## config.mk

```make
export PLATFORM = sky130hd
export DESIGN_NAME = quad_step_decoder
export DESIGN_NICKNAME = d
export VERILOG_FILES = /design/src/rtl/quad_step_decoder_pkg.sv /design/src/rtl/quad_input_filter.sv /design/src/rtl/quad_step_decoder.sv
export SDC_FILE = /design/constraint.sdc
export NUM_CORES = 1
export LEC_CHECK = 0
export BUFFER_PORTS_ARGS = -buffer_cell sky130_fd_sc_hd__buf_2
export CAP_MARGIN = 20
export CORE_MARGIN = 2
export CORE_UTILIZATION = 40
export DETAILED_ROUTE_END_ITERATION = 8
export HOLD_SLACK_MARGIN = 0.03
export REMOVE_ABC_BUFFERS = 1
export SYNTH_ARGS = -nofsm -noshare
export SYNTH_HDL_FRONTEND = slang
export SYNTH_SLANG_ARGS = --single-unit
```

## constraint.sdc

```tcl
create_clock -name clk -period 2.1 [get_ports clk]
set_clock_uncertainty 0.15 [all_clocks]
set_input_delay 0.315 -clock clk [delete_from_list [all_inputs] [get_ports clk]]
set_output_delay 0.315 -clock clk [all_outputs]
set_load 0.02 [all_outputs]
```

## src/rtl/quad_step_decoder_pkg.sv

```systemverilog
// Shared constants for the quadrature front end: direction encoding, Gray-code
// states and default filter timing.
package quad_step_decoder_pkg;

    localparam logic DIR_UP   = 1'b0;
    localparam logic DIR_DOWN = 1'b1;

    localparam int DEF_SYNC_STAGES = 2;
    localparam int DEF_FILTER_LEN  = 4;

    // {a,b} as seen by the decoder.
    typedef enum logic [1:0] {
        Q00 = 2'b00,
        Q01 = 2'b01,
        Q11 = 2'b11,
        Q10 = 2'b10
    } quad_state_t;

    // Successor of a state when the shaft turns forward (00->01->11->10->00).
    function automatic quad_state_t fwd_next(input quad_state_t s);
        case (s)
            Q00:     return Q01;
            Q01:     return Q11;
            Q11:     return Q10;
            default: return Q00;
        endcase
    endfunction

endpackage

```

## src/rtl/quad_input_filter.sv

```systemverilog
// One encoder channel: metastability synchroniser followed by a persistence
// filter that accepts a new level only after FILTER_LEN consecutive edges.
module quad_input_filter #(
    parameter int SYNC_STAGES = 2,
    parameter int FILTER_LEN  = 4
) (
    input  logic clk,
    input  logic reset,
    input  logic pin,
    output logic filtered,
    output logic busy
);

    localparam int CNT_W = (FILTER_LEN > 1) ? $clog2(FILTER_LEN) : 1;
    localparam logic [CNT_W-1:0] CNT_LAST = CNT_W'(FILTER_LEN - 1);

    logic [SYNC_STAGES-1:0] sync_chain;
    logic                   synced;
    logic [CNT_W-1:0]       cnt;

    assign synced = sync_chain[SYNC_STAGES-1];
    assign busy   = (synced != filtered);

    always_ff @(posedge clk or posedge reset) begin
        if (reset) begin
            sync_chain <= '0;
            cnt        <= '0;
            filtered   <= 1'b0;
        end else begin
            sync_chain <= {sync_chain[SYNC_STAGES-2:0], pin};
            // Any edge where the levels agree restarts the persistence count.
            if (synced != filtered) begin
                if (cnt == CNT_LAST) begin
                    filtered <= synced;
                    cnt      <= '0;
                end else begin
                    cnt <= cnt + 1'b1;
                end
            end else begin
                cnt <= '0;
            end
        end
    end

endmodule

```

## src/rtl/quad_step_decoder.sv

```systemverilog
// Quadrature encoder front end: filtered A/B are decoded into a step pulse and
// direction; double-bit jumps raise a sticky error and a saturating counter.
module quad_step_decoder
    import quad_step_decoder_pkg::*;
#(
    parameter int SYNC_STAGES = DEF_SYNC_STAGES,
    parameter int FILTER_LEN  = DEF_FILTER_LEN,
    parameter int ERR_W       = 8
) (
    input  logic             clk,
    input  logic             reset,
    input  logic             enc_a,
    input  logic             enc_b,
    input  logic             clr_err,
    output logic             step,
    output logic             dir,
    output logic             err,
    output logic [ERR_W-1:0] err_count
);

    localparam int FL_W = $clog2(SYNC_STAGES + 1);

    logic        filt_a, filt_b, busy_a, busy_b;
    quad_state_t cur, prev;
    logic        init, changed, is_fwd, is_rev, illegal, settled, flushed;
    logic [FL_W-1:0] flush_cnt;

    quad_input_filter #(.SYNC_STAGES(SYNC_STAGES), .FILTER_LEN(FILTER_LEN)) u_filt_a (
        .clk(clk), .reset(reset), .pin(enc_a), .filtered(filt_a), .busy(busy_a)
    );

    quad_input_filter #(.SYNC_STAGES(SYNC_STAGES), .FILTER_LEN(FILTER_LEN)) u_filt_b (
        .clk(clk), .reset(reset), .pin(enc_b), .filtered(filt_b), .busy(busy_b)
    );

    function automatic logic [ERR_W-1:0] sat_inc(input logic [ERR_W-1:0] v);
        return (&v) ? v : v + 1'b1;
    endfunction

    assign cur     = quad_state_t'({filt_a, filt_b});
    assign changed = (cur != prev);
    assign is_fwd  = (fwd_next(prev) == cur);
    assign is_rev  = (fwd_next(cur) == prev);
    assign illegal = changed && !is_fwd && !is_rev && !init;
    assign flushed = (flush_cnt == FL_W'(SYNC_STAGES));
    // Pins have propagated through the chain and neither filter is mid-change.
    assign settled = flushed && !busy_a && !busy_b;

    always_ff @(posedge clk or posedge reset) begin
        if (reset) begin
            flush_cnt <= '0;
        end else if (!flushed) begin
            flush_cnt <= flush_cnt + 1'b1;
        end
    end

    // The resting position seen after reset is absorbed silently. An encoder
    // parked at 00 never produces a change, so init also retires once the
    // input path has settled with nothing to load.
    always_ff @(posedge clk or posedge reset) begin
        if (reset) begin
            prev <= Q00;
            init <= 1'b1;
            step <= 1'b0;
            dir  <= DIR_UP;
        end else begin
            prev <= cur;
            step <= 1'b0;
            if (init) begin
                if (changed || settled)
                    init <= 1'b0;
            end else if (is_fwd) begin
                step <= 1'b1;
                dir  <= DIR_UP;
            end else if (is_rev) begin
                step <= 1'b1;
                dir  <= DIR_DOWN;
            end
        end
    end

    always_ff @(posedge clk or posedge reset) begin
        if (reset) begin
            err       <= 1'b0;
            err_count <= '0;
        end else if (illegal) begin
            err       <= 1'b1;
            err_count <= clr_err ? ERR_W'(1) : sat_inc(err_count);
        end else if (clr_err) begin
            err       <= 1'b0;
            err_count <= '0;
        end
    end

endmodule

```

Word-level counts from Yosys, hierarchy flattened
Cells that the tools add are included.
{"block": "classes", "n_addsub": 4, "eq_ne": 13, "mux": 19, "bitwise": 1, "reduce_logical": 20}
{"op": "two-way mux 8 bit", "n": 4}
{"op": "one-hot mux 2 bit (3 select lines)", "n": 2}
{"op": "== test 2 bit, second input constant", "n": 5}
{"op": "two-way mux 1 bit", "n": 9}
{"op": "adder 8 x 1 -> 8 bit, second input constant", "n": 1}
{"op": "two-way mux 2 bit", "n": 4}
{"op": "AND reduction 2 bit", "n": 4}
{"op": "AND reduction 8 bit", "n": 1}
{"op": "adder 2 x 1 -> 2 bit, second input constant", "n": 3}
{"op": "logical AND 1 bit", "n": 5}
{"op": "logical NOT 1 bit", "n": 5}
{"op": "== test 2 x 1 -> 1 bit, second input constant", "n": 2}
{"op": "== test 2 bit", "n": 2}
{"op": "logical NOT 2 bit", "n": 2}
{"op": "nonzero test 2 bit", "n": 2}
{"op": "inequality test 1 bit", "n": 2}
{"op": "inequality test 2 bit", "n": 1}
{"op": "inequality test 2 bit, second input constant", "n": 1}
{"op": "logical OR 1 bit", "n": 1}
{"op": "inverter 1 bit", "n": 1}
{"block": "totals", "ff_bits": 26, "word_cells": 70}

Longest topological paths before layout
{"block": "depth", "depth_word": 9, "ltp_mapped": 5, "ltp_nobuf": 5}

Cells and area by module
A second synthesis with hierarchy kept.
{"block": "hier_totals", "hier_cells": 100, "area_unflattened_um2": 1148.6}
{"module": "quad_step_decoder", "n_inst": 1, "cells_per_inst": 78, "area_per_inst_um2": 788.3, "seq_area_each_um2": 401.6}
{"module": "quad_input_filter", "n_inst": 2, "cells_per_inst": 11, "area_per_inst_um2": 180.2, "seq_area_each_um2": 125.1}

Worst setup path before layout
Ideal clock, no wire load.
{"block": "synth_timing", "path_type": "reg-to-reg", "from": "reg err_count[0]", "to": "reg err_count[0]", "setup_ns": 0.104, "arrival_time_ns": 1.473, "path_slack_ns": 0.373, "stages_incl_launch_ff": 6, "n_path_buf": 0, "period_less_slack_ns": 1.727, "path_cell_list": "dfrtp_1 -> ha_1 -> and2_1 -> and3_1 -> or3_1 -> o311ai_1"}
{"block": "synth_via", "elab_chain_cells": 4, "word_cells_on_any_way": 7, "cone_classes": "add/sub: 1; eq/ne: 1; mux: 3; reduce/logical: 2"}
{"element": "start, declared", "line": "quad_step_decoder.sv:18", "text": "output logic [ERR_W-1:0] err_count"}
{"element": "start signal, assigned", "line": "quad_step_decoder.sv:88", "text": "err_count <= clr_err ? ERR_W'(1) : sat_inc(err_count);"}
{"element": "adder 8 x 1 -> 8 bit", "line": "quad_step_decoder.sv:37", "text": "return (&v) ? v : v + 1'b1;"}
{"element": "two-way mux 8 bit", "line": "quad_step_decoder.sv:37"}
{"element": "two-way mux 8 bit", "line": "quad_step_decoder.sv:88"}
{"element": "two-way mux 8 bit", "line": "quad_step_decoder.sv:86", "text": "end else if (illegal) begin"}
Several ways; a longest one is shown, not always the timed one. The select of a mux whose other input is x is not followed.
A chain may end at the register's enable or synchronous reset.

Worst setup path in the final report
{"block": "layout_timing", "from": "reg u_filt_a.filtered", "to": "reg err_count[4]"}
{"block": "layout_via", "elab_chain_cells": 8, "word_cells_on_any_way": 15, "cone_classes": "eq/ne: 5; mux: 2; reduce/logical: 8"}
{"element": "start, declared", "line": "quad_input_filter.sv:10", "text": "output logic filtered,"}
{"element": "start signal, assigned", "line": "quad_input_filter.sv:34", "text": "filtered <= synced;"}
{"element": "== test 2 bit, or another cell as far along", "line": "quad_step_decoder_pkg.sv:21", "text": "case (s)"}
{"element": "one-hot mux 2 bit (3 select lines)", "line": "quad_step_decoder_pkg.sv:21"}
{"element": "== test 2 bit", "line": "quad_step_decoder.sv:43", "text": "assign is_rev = (fwd_next(cur) == prev);"}
{"element": "logical NOT 1 bit", "line": "quad_step_decoder.sv:44", "text": "assign illegal = changed && !is_fwd && !is_rev && !init;"}
{"element": "logical AND 1 bit * (2 in a row)", "line": "quad_step_decoder.sv:44"}
{"element": "nonzero test 2 bit (no line)"}
{"element": "AND reduction 2 bit (no line)"}
Every way passes the cells marked *; elsewhere a longest branch is shown, timed or not.

==> results.json <==
{
  "cp_slowest_stage_delay_ps": 470,
  "dieWidth_um": 57.47,
  "critical-path-slowest-cell": "dfrtp_1",
  "post-route-min-period_ps": 1776,
  "syn_area_per_cell_um2": 11.67,
  "cts_tree": "done",
  "drtAntennaViolNets": 0,
  "core_um2": 2734,
  "critPathRequiredTime_ps": 2160,
  "startpoint_type": "flop",
  "p_per_area_nw_per_um2": 1184,
  "num_rows": 19,
  "clk_pin_slew_ps": 140,
  "dr.first_iter.drc_count": 8,
  "avgRoutedWirePerCell_um": 12.47,
  "fin_tns_setup_ps": 0,
  "clk_path_buf_depth": 2,
  "grt_pass1_vias": 781,
  "via_per_inst": 5.159,
  "cp.arrival_ps": 1840,
  "slew_headroom_pct": 71.93,
  "io_buffers": 15,
  "hold_class": "input pin to flop",
  "ir_drop_v": 0.0007146,
  "layout_commonest_cell": "dfrtp_1",
  "p_leak_nw": 0.6317,
  "clock_latency_ps": 310,
  "final_hold_viol_count": 0,
  "final_cell_count_no_fill": 151,
  "setup_viol": 0,
  "worst_pin_slew_ps": 417.8,
  "routed_wl_um": 1883,
  "rsz0062_at_grt": "false",
  "dr_total_vias": 779,
  "overflow": 0,
  "layout_common_cells": "dfrtp_1 (25), buf_2 (15), xnor2_1 (8)",
  "status": "completed",
  "syn_area_um2": 1144,
  "dp_cells": 144,
  "yosysSeqAreaShare_pct": 57.00,
  "synth_top_area_share_pct": 54.70,
  "max_freq_mhz": 563.1,
  "synthCells": 98,
  "netlist-cell-type-count": 29,
  "worstSetupEndpointType": "flop",
  "dp.final_hpwl_um": 1363,
  "ctsResizeCount": 0,
  "synth-seq-cells": 26,
  "path_cells": "xnor2_1 -> nor3_1 -> nand4_1 -> mux2_2",
  "layout.nets": 130,
  "drive_above_1_share_pct": 22.50,
  "numCtsBuffers": 3,
  "area_growth_pct": 16.08,
  "initial_core_util_pct": 41.83,
  "synthDominantAreaCellType": "dfrtp_1",
  "dieArea_um2": 3303,
  "synthTopCellsByArea": "dfrtp_1 (55%), xnor2_1 (6.1%), ha_1 (4.4%)",
  "clock-sinks": 26,
  "cp_max_fo": 5,
  "root_buffer": "clkbuf_4",
  "timing.final.crit_share_pct": 84.56,
  "cts-htree-levels": 1,
  "drc": 0,
  "grt_pass1_wl_um": 3443,
  "dr.pass1.iters": 4,
  "antenna_found_initial": 0,
  "yosys_warnings": 0,
  "worstSetupPathType": "flop to flop",
  "drv_cap": 0,
  "slew_violations": 0,
  "dieHeight_um": 57.47,
  "insertedDiodeCount": 0,
  "ios": 16,
  "track_usage_pct": 13.49,
  "grt_max_degree": 27,
  "gp_congestion": 0.7438
}
stage by stage:
stage	setup slack (ps)	total power, mW	utilization (%)	instance area [um2]	hold WS [ps]
2_1_floorplan	372.8	1.196	-	1140	181.2
3_3_place_gp	383.7	1.314	46.13	1261	184.2
3_5_place_dp	342.0	1.346	46.13	1261	191.8
4_1_cts	311.0	1.596	48.56	1328	167.2
5_1_grt	127.2	1.721	48.56	1328	197.3
6_report	324.2	1.572	48.56	1328	176.4
registers in the layout, indices dropped and copies added (netlist names):
| register | cells |
|---|---|
| err | 1 |
| flush_cnt | 2 |
| init | 1 |
| u_filt_b.filtered | 1 |
| dir | 1 |
| u_filt_a.filtered | 1 |
| u_filt_b.sync_chain | 2 |
| step | 1 |
| u_filt_b.cnt | 2 |
| u_filt_a.sync_chain | 2 |
| err_count | 8 |
| u_filt_a.cnt | 2 |
| prev | 2 |
worst max-delay path: cells and delay by family (launching register included):
family | cells | cell delay, ps
mux | 1 | 290
simple gates | 2 | 560
flops | 1 | 470
xor+xnor | 1 | 210
per-layer routing:
metal,up-vias,track usage [%],wire [um]
met1,379,17.66,883
li1,385,-,-
met2,13,22.08,917
met3,2,2.041,54
met4,0,5.980,27
met5,-,0,0
final timing paths:
check                                                 start                          endpoint  slack [ps]  cells past startpoint
setup reg to reg              u_filt_a.filtered$_DFFE_PP0P_          err_count[4]$_DFFE_PP0P_         320                      4
hold reg to reg            u_filt_a.sync_chain[0]$_DFF_PP0_  u_filt_a.sync_chain[1]$_DFF_PP0_         220                      0
max in group asynchronous                             reset                    init$_DFF_PP1_        1080                      4
setup / recovery              u_filt_a.filtered$_DFFE_PP0P_          err_count[4]$_DFFE_PP0P_         320                      4
min in group asynchronous                             reset         u_filt_b.cnt[1]$_DFF_PP0_         430                      4
hold / removal                                      clr_err          err_count[2]$_DFFE_PP0P_         180                      2
synth_stat cells:
library cell,count
inv_1,6
nor3_1,5
nand3_1,2
and2_1,1
o41ai_1,1
xnor2_1,8
mux2i_1,2
a31oi_1,1
and3_1,2
clkbuf_1,1
or3_4,1
nand2_1,3
nor2_1,6
nand4b_1,1
mux2_2,4
and4b_1,1
dfstp_2,1
o21ai_0,4
nand4_1,4
dfrtp_1,25
nor2b_1,6
nor3_2,1
nand2b_1,2
a21oi_1,2
or3_1,1
o311ai_1,1
and4_1,1
ha_1,4
a311oi_1,1
cell type report:
class | instances | area, um2
clock buffer | 4 | 36.28
fill | 264 | 1406
inverter | 6 | 22.52
multi-input combinational | 65 | 465.4
sequential | 26 | 651.9
tap | 31 | 38.79
timing repair buffer | 19 | 112.6
power breakdown:
part	internal, mW	switching (mW)
registers	0.628	0.0972
logic	0.268	0.332
clock network	0.106	0.141
total	1.00	0.570
kinds of logic (layout without fill, tap and decap cells):
| group | Yosys count | after routing | share of synthesized area [%] |
|---|---|---|---|
| compound gates | 10 | 10 | 5.471 |
| xor+xnor | 8 | 8 | 6.127 |
| fa+ha+maj | 4 | 4 | 4.377 |
| buf+inv | 7 | 29 | 2.297 |
| flops | 26 | 26 | 57.00 |
| mux | 6 | 6 | 5.689 |
| simple gates | 37 | 37 | 19.04 |
timing repair:
action | CTS | global route
hold buffers | 3 | 0
setup buffers | 0 | 0
endpoints found under the hold margin | 27 | 0
(Power assumes the default switching activity.)
